===== src/rtl/id_ex_pipe_reg.sv =====
// ID->EX pipeline register with flush bubbles, stall hold and a saturating bubble counter; optional HAZARD_DETECT_EN adds load-use bubbles.
// Latency: 1 cycle ID->EX; stall_req_o is the only combinational output.
// Backpressure: stall_i holds every register; flush_i (or a load-use bubble) writes a zeroed slot instead.
module id_ex_pipe_reg #(
  parameter int         XLEN        = 32,
  parameter int         RAW         = 5,
  parameter logic [1:0] RESMUX_LOAD = 2'b01,
  parameter int         CNT_W       = 16
) (
  input  logic             clk,
  input  logic             rst,
  input  logic             stall_i,
  input  logic             flush_i,
  input  logic             id_valid_i,
  input  logic [3:0]       id_alu_ctrl,
  input  logic             id_alusrc,
  input  logic             id_memwrite,
  input  logic             id_a2src,
  input  logic             id_regwrite,
  input  logic             id_branch,
  input  logic             id_jump,
  input  logic [1:0]       id_resmux,
  input  logic [1:0]       id_be,
  input  logic [XLEN-1:0]  id_pc,
  input  logic [XLEN-1:0]  id_rs1_data,
  input  logic [XLEN-1:0]  id_rs2_data,
  input  logic [XLEN-1:0]  id_imm,
  input  logic [RAW-1:0]   id_rs1,
  input  logic [RAW-1:0]   id_rs2,
  input  logic [RAW-1:0]   id_rd,
  output logic             ex_valid_o,
  output logic [3:0]       ex_alu_ctrl,
  output logic             ex_alusrc,
  output logic             ex_memwrite,
  output logic             ex_a2src,
  output logic             ex_regwrite,
  output logic             ex_branch,
  output logic             ex_jump,
  output logic [1:0]       ex_resmux,
  output logic [1:0]       ex_be,
  output logic [XLEN-1:0]  ex_pc,
  output logic [XLEN-1:0]  ex_rs1_data,
  output logic [XLEN-1:0]  ex_rs2_data,
  output logic [XLEN-1:0]  ex_imm,
  output logic [RAW-1:0]   ex_rs1,
  output logic [RAW-1:0]   ex_rs2,
  output logic [RAW-1:0]   ex_rd,
  output logic [CNT_W-1:0] bubble_cnt_o,
  output logic             stall_req_o
);

  typedef struct packed {
    logic            valid;
    logic [3:0]      alu_ctrl;
    logic            alusrc;
    logic            memwrite;
    logic            a2src;
    logic            regwrite;
    logic            branch;
    logic            jump;
    logic [1:0]      resmux;
    logic [1:0]      be;
    logic [XLEN-1:0] pc;
    logic [XLEN-1:0] rs1_data;
    logic [XLEN-1:0] rs2_data;
    logic [XLEN-1:0] imm;
    logic [RAW-1:0]  rs1;
    logic [RAW-1:0]  rs2;
    logic [RAW-1:0]  rd;
  } slot_t;

`ifdef HAZARD_DETECT_EN
  localparam bit HAZ_EN = 1'b1;
`else
  localparam bit HAZ_EN = 1'b0;
`endif

  slot_t            id_d;
  slot_t            ex_q;
  logic [CNT_W-1:0] cnt_q;
  logic             load_use;
  logic             bubble;

  // An invalid slot keeps its data for visibility but can never commit state.
  always_comb begin
    id_d          = '0;
    id_d.valid    = id_valid_i;
    id_d.alu_ctrl = id_alu_ctrl;
    id_d.alusrc   = id_alusrc;
    id_d.memwrite = id_memwrite & id_valid_i;
    id_d.a2src    = id_a2src;
    id_d.regwrite = id_regwrite & id_valid_i;
    id_d.branch   = id_branch & id_valid_i;
    id_d.jump     = id_jump & id_valid_i;
    id_d.resmux   = id_resmux;
    id_d.be       = id_be;
    id_d.pc       = id_pc;
    id_d.rs1_data = id_rs1_data;
    id_d.rs2_data = id_rs2_data;
    id_d.imm      = id_imm;
    id_d.rs1      = id_rs1;
    id_d.rs2      = id_rs2;
    id_d.rd       = id_rd;
  end

  assign load_use = HAZ_EN & ex_q.valid & (ex_q.resmux == RESMUX_LOAD) & ex_q.regwrite
                  & (ex_q.rd != '0) & id_valid_i
                  & ((ex_q.rd == id_rs1) | (ex_q.rd == id_rs2));

  assign stall_req_o = load_use & ~flush_i;
  assign bubble      = flush_i | (~stall_i & load_use);

  always_ff @(posedge clk or posedge rst) begin
    if (rst) begin
      ex_q  <= '0;
      cnt_q <= '0;
    end else if (bubble) begin
      ex_q <= '0;
      if (cnt_q != '1)
        cnt_q <= cnt_q + CNT_W'(1);
    end else if (!stall_i) begin
      ex_q <= id_d;
    end
  end

  assign ex_valid_o   = ex_q.valid;
  assign ex_alu_ctrl  = ex_q.alu_ctrl;
  assign ex_alusrc    = ex_q.alusrc;
  assign ex_memwrite  = ex_q.memwrite;
  assign ex_a2src     = ex_q.a2src;
  assign ex_regwrite  = ex_q.regwrite;
  assign ex_branch    = ex_q.branch;
  assign ex_jump      = ex_q.jump;
  assign ex_resmux    = ex_q.resmux;
  assign ex_be        = ex_q.be;
  assign ex_pc        = ex_q.pc;
  assign ex_rs1_data  = ex_q.rs1_data;
  assign ex_rs2_data  = ex_q.rs2_data;
  assign ex_imm       = ex_q.imm;
  assign ex_rs1       = ex_q.rs1;
  assign ex_rs2       = ex_q.rs2;
  assign ex_rd        = ex_q.rd;
  assign bubble_cnt_o = cnt_q;

endmodule


===== config.mk =====
export PLATFORM = sky130hd
export DESIGN_NAME = id_ex_pipe_reg
export DESIGN_NICKNAME = d
export VERILOG_FILES = /design/src/rtl/id_ex_pipe_reg.sv
export SDC_FILE = /design/constraint.sdc
export NUM_CORES = 1
export LEC_CHECK = 0
export ABC_AREA = 1
export CAP_MARGIN = 20
export CORE_MARGIN = 2
export CORE_UTILIZATION = 41
export DETAILED_ROUTE_END_ITERATION = 6
export MAX_ROUTING_LAYER = met4
export PLACE_DENSITY = 0.8
export SKIP_CTS_REPAIR_TIMING = 1
export SLEW_MARGIN = 40
export SYNTH_ARGS = -nofsm -noshare
export SYNTH_HDL_FRONTEND = slang
export SYNTH_SLANG_ARGS = --single-unit

===== constraint.sdc =====
create_clock -name clk -period 9.3 [get_ports clk]
set_input_delay 2.79 -clock clk [delete_from_list [all_inputs] [get_ports clk]]
set_output_delay 2.79 -clock clk [all_outputs]
set_load 0.02 [all_outputs]

Word-level counts from Yosys, hierarchy flattened:

Cells that the tools add are included.

* input bits: 162
* ROM bits: 0
* output and inout bits: 175
* register bits: 174
* logic and storage cells: 28
* RAM bits: 0
* bits in latches: 0
* memories kept: 0

* divide/modulo/power cells: 0
* multiply operators: 0
* bitwise logic cells: 4
* shifts and indexed selects: 0
* magnitude comparators: 0
* equal/unequal tests: 2
* reductions and logical operators: 1
* muxes and demuxes: 2
* add/subtract/negate cells: 1

Operator list (count)
* two-way mux 158 bit: 2
* adder 16 x 1 -> 16 bit (second input constant): 1
* inequality test 16 bit (second input constant): 1
* bitwise AND 1 bit: 4
* inequality test 2 x 1 -> 1 bit (second input constant): 1
* AND reduction 2 bit: 1

Depth between registers and ports, before layout:

* depth in word-level cells: 3
* depth in mapped cells: 10
* mapped depth without buffers: 9

Worst setup path after synthesis:

OpenSTA, ideal clock, no wires.

* path type: input to register
* from: input port stall_i
* to: register ex_q, in the netlist ex_pc[23]
* data required time: 9.234 ns
* setup slack: 5.705 ns
* buffers on the path: 3
* stages on the path: 6
* data arrival time: 3.529 ns
* library setup time: 0.066 ns
* cell sequence: buf_2 > nor2_2 > buf_2 > buf_2 > nand2_1 > nand2_1

* word-level cells in the longest chain between the ends: 1

Ends and longest elaborated chain
* start, declared: line 12 `input logic stall_i,`
* inequality test 2 x 1 -> 1 bit (no line)
* end signal, assigned: line 122 `ex_q <= id_d;`
* end, declared: line 79 `slot_t ex_q;`

Every way passes these cells.
A chain may end at the register's enable or synchronous reset.

Final worst setup path:

* from: input port flush_i
* to: register ex_q, in the netlist ex_resmux[0]

* word-level cells in the longest chain between the ends: 1
* elaborated cells between the ends (all ways): 2
* those cells by class: eq/ne: 1; mux: 1

Ends and longest elaborated chain
* start, declared: line 13 `input logic flush_i,`
* inequality test 2 x 1 -> 1 bit (no line) / two-way mux 158 bit (equally long branches)

Several ways; a longest one is shown, not always the timed one.

==> impl_metrics.json <==
{
  "clk_pin_slew_ns": 0.07,
  "status": "completed",
  "synthMostInstantiatedCell": "nand2_1",
  "worst_skew_pair.late_latency_ns": 0.42,
  "core_region_area_mm2": 0.0172,
  "area_delta_synth_final_pct": 56.1,
  "instances_no_fill": 1377,
  "yosys-top-cells-area": "dfrtp_1, nand2_1, nand3_1",
  "htreeDepth": 4,
  "die_area_mm2": 0.0186,
  "rsz0062_at_grt": "false",
  "r2r_cells": 9,
  "synth_nets": 996,
  "synth_common_cells": "nand2_1, dfrtp_1, nand3_1",
  "vias_per_cell": 4.90,
  "root_buffer": "clkbuf_16",
  "setup_viol": 0,
  "antenna_found_initial": 0,
  "numCtsBuffers": 17,
  "async_reset_ff_share_pct": 100,
  "start_kind": "input port",
  "placementRows": 48,
  "hpwl_um": 14700,
  "ff2ff_setup_slack_ns": 7.54,
  "grt_pass1_wl_um": 33200,
  "cap_violations": 0,
  "grt_pass1_vias": 6557,
  "nFillCells": 1432,
  "start_util_pct": 41.7,
  "cpMaxStageDelayCell": "clkdlybuf4s50_1",
  "synth_cells": 833,
  "seqCellArea_mm2": 0.00435,
  "ios": 337,
  "powerDensity_mw_per_mm2": 166,
  "routabilityCongestion": 0.830,
  "clock-sinks": 174,
  "arrival_ns": 4.74,
  "wl_um": 21600,
  "worstSetupEndpointType": "flip-flop",
  "ys_seq_area_share_pct": 60.5,
  "ant_nets": 0,
  "worstMarginPinSlew_ns": 0.789,
  "syn_avg_cell_area_um2": 8.64,
  "critPathKind": "in2reg",
  "drive_gt1_share_pct": 4.43,
  "multi_input_area_mm2": 0.00251,
  "grt_max_degree": 118,
  "cts_tree": "built",
  "hold_violations": 0,
  "crit_required_ns": 9.66,
  "io_buffers": 335,
  "grtUsageTotal_pct": 23.6,
  "min_path_type": "reg2reg",
  "clock_path_buffers": 2,
  "drc": 0,
  "cp_max_fo": 84,
  "dr.first_iter.drc_count": 417,
  "power_uw": 1860,
  "nNetsFinal": 1302,
  "ys.flop_type": "dfrtp_1",
  "antennaDiodeCount": 0,
  "hold_depth": 2,
  "drt-wirelength-per-cell_um": 15.7,
  "vias": 6741,
  "max_slew_margin_pct": 47.4,
  "synth_top_area_share_pct": 60.5,
  "final_max_slew_viol_count": 0,
  "drt_pass1_iterations": 4,
  "yosys_warnings": 0,
  "cp_slowest_stage_delay_ns": 0.53,
  "post-route-period-util_pct": 47.1,
  "dp.cells": 1344,
  "fin_setup_tns_ns": 0,
  "die_y_um": 136,
  "netlist_area_mm2": 0.00719,
  "overflow": 0,
  "synth_edf_count": 0,
  "skew_ns": 0.00526,
  "cp_cell_sequence": "clkdlybuf4s50_1, inv_4, buf_6, buf_16, nand3_1, nand2_1",
  "yosysUniqueCellTypes": 22,
  "clock.fmax_mhz": 228,
  "p_leak_uw": 0.00544,
  "fp.dieW_um": 136,
  "irDropWorstVdd_mv": 0.131,
  "synth_seq_cells": 174,
  "timing.final.crit_period_ns": 4.38,
  "yosys.area.top_type": "dfrtp_1"
}
==> power breakdown <==
part           switching [uW]  internal (uW)
combinational             184            176
clock                     292            364
sequential               41.2            806
==> placed cells by master (no fill, tap or decap) <==
cell type,Yosys,layout
nand2_1,373,373
clkdlybuf4s50_1,0,334
dfrtp_1,174,174
nand3_1,167,167
clkbuf_16,0,17
inv_1,17,16
nor2_1,11,11
nor2_2,9,8
nand4_1,7,7
o21ai_0,5,5
clkbuf_1,7,4
clkinv_4,0,4
xnor2_1,3,3
nand3b_1,3,3
clkbuf_8,0,3
buf_6,1,3
nand2_2,2,2
o21ai_1,2,2
clkinvlp_4,0,2
clkinv_2,0,2
buf_16,0,2
nor2_4,0,1
inv_4,0,1
inv_8,0,1
inv_2,2,1
nand3_2,1,1
o21ai_2,1,1
ha_1,1,1
conb_1,1,1
buf_4,1,1
buf_12,0,1
==> final cells by class <==
class / instances / area share, %
Timing Repair Buffer: 341 / 30.8
Tap cell: 225 / 2.51
Clock inverter: 8 / 0.535
Inverter: 19 / 0.724
Sequential cell: 174 / 38.8
Multi-Input combinational cell: 586 / 22.4
Clock buffer: 24 / 4.29
==> path summary, 6_finish.rpt <==
check                                       startpoint                          end
min in group asynchronous                          rst  ex_rs2_data[12]$_DFFE_PP0P_
max                                            flush_i     ex_resmux[0]$_DFFE_PP0P_
max in group asynchronous                          rst  ex_rs2_data[14]$_DFFE_PP0P_
min reg2reg                ex_rs2_data[14]$_DFFE_PP0P_  ex_rs2_data[14]$_DFFE_PP0P_
max reg2reg                bubble_cnt_o[0]$_DFFE_PP0P_  bubble_cnt_o[2]$_DFFE_PP0P_
min                        ex_rs2_data[14]$_DFFE_PP0P_  ex_rs2_data[14]$_DFFE_PP0P_
==> flip-flops by register name, indices dropped and copies added, names as in the netlist <==
signal,cells
ex_rs1_data,32
ex_a2src,1
ex_be,2
ex_jump,1
ex_regwrite,1
ex_rs1,5
ex_rs2,5
ex_rd,5
ex_imm,32
ex_memwrite,1
ex_rs2_data,32
bubble_cnt_o,16
ex_alu_ctrl,4
ex_alusrc,1
ex_branch,1
ex_valid_o,1
ex_pc,32
ex_resmux,2
==> cell families (layout without fill, tap and decap cells) <==
family | after synthesis | in the layout | synth area share, %
compound gates | 8 | 8 | 0.609
xor+xnor | 3 | 3 | 0.365
fa+ha+maj | 1 | 1 | 0.174
buf+inv | 73 | 392 | 4.61
flops | 174 | 174 | 60.5
other cells | 1 | 1 | 0.0521
simple gates | 573 | 573 | 33.7
==> worst max-delay path: cells and delay by family <==
family        cells  cell delay (ns)
buf+inv           4             1.61
simple gates      2             0.26
==> layer usage <==
layer  part of all wire, %  track usage [%]
met5                     0                -
met3                   8.3             7.35
met1                    39             27.5
met2                    49             37.5
met4                   3.5             10.9
==> stage by stage <==
step	cell area, um^2	utilization [%]	worst slack [ns]	hold slack, ns
floorplan	7190	-	1.79	0.609
global placement	10600	61.6	4.17	0.488
detailed placement	10700	61.9	4.37	0.492
CTS	11200	65.0	4.83	0.508
global route	11200	65.2	4.83	0.522
finish	11200	65.2	4.92	0.505
(Power assumes the default switching activity.)
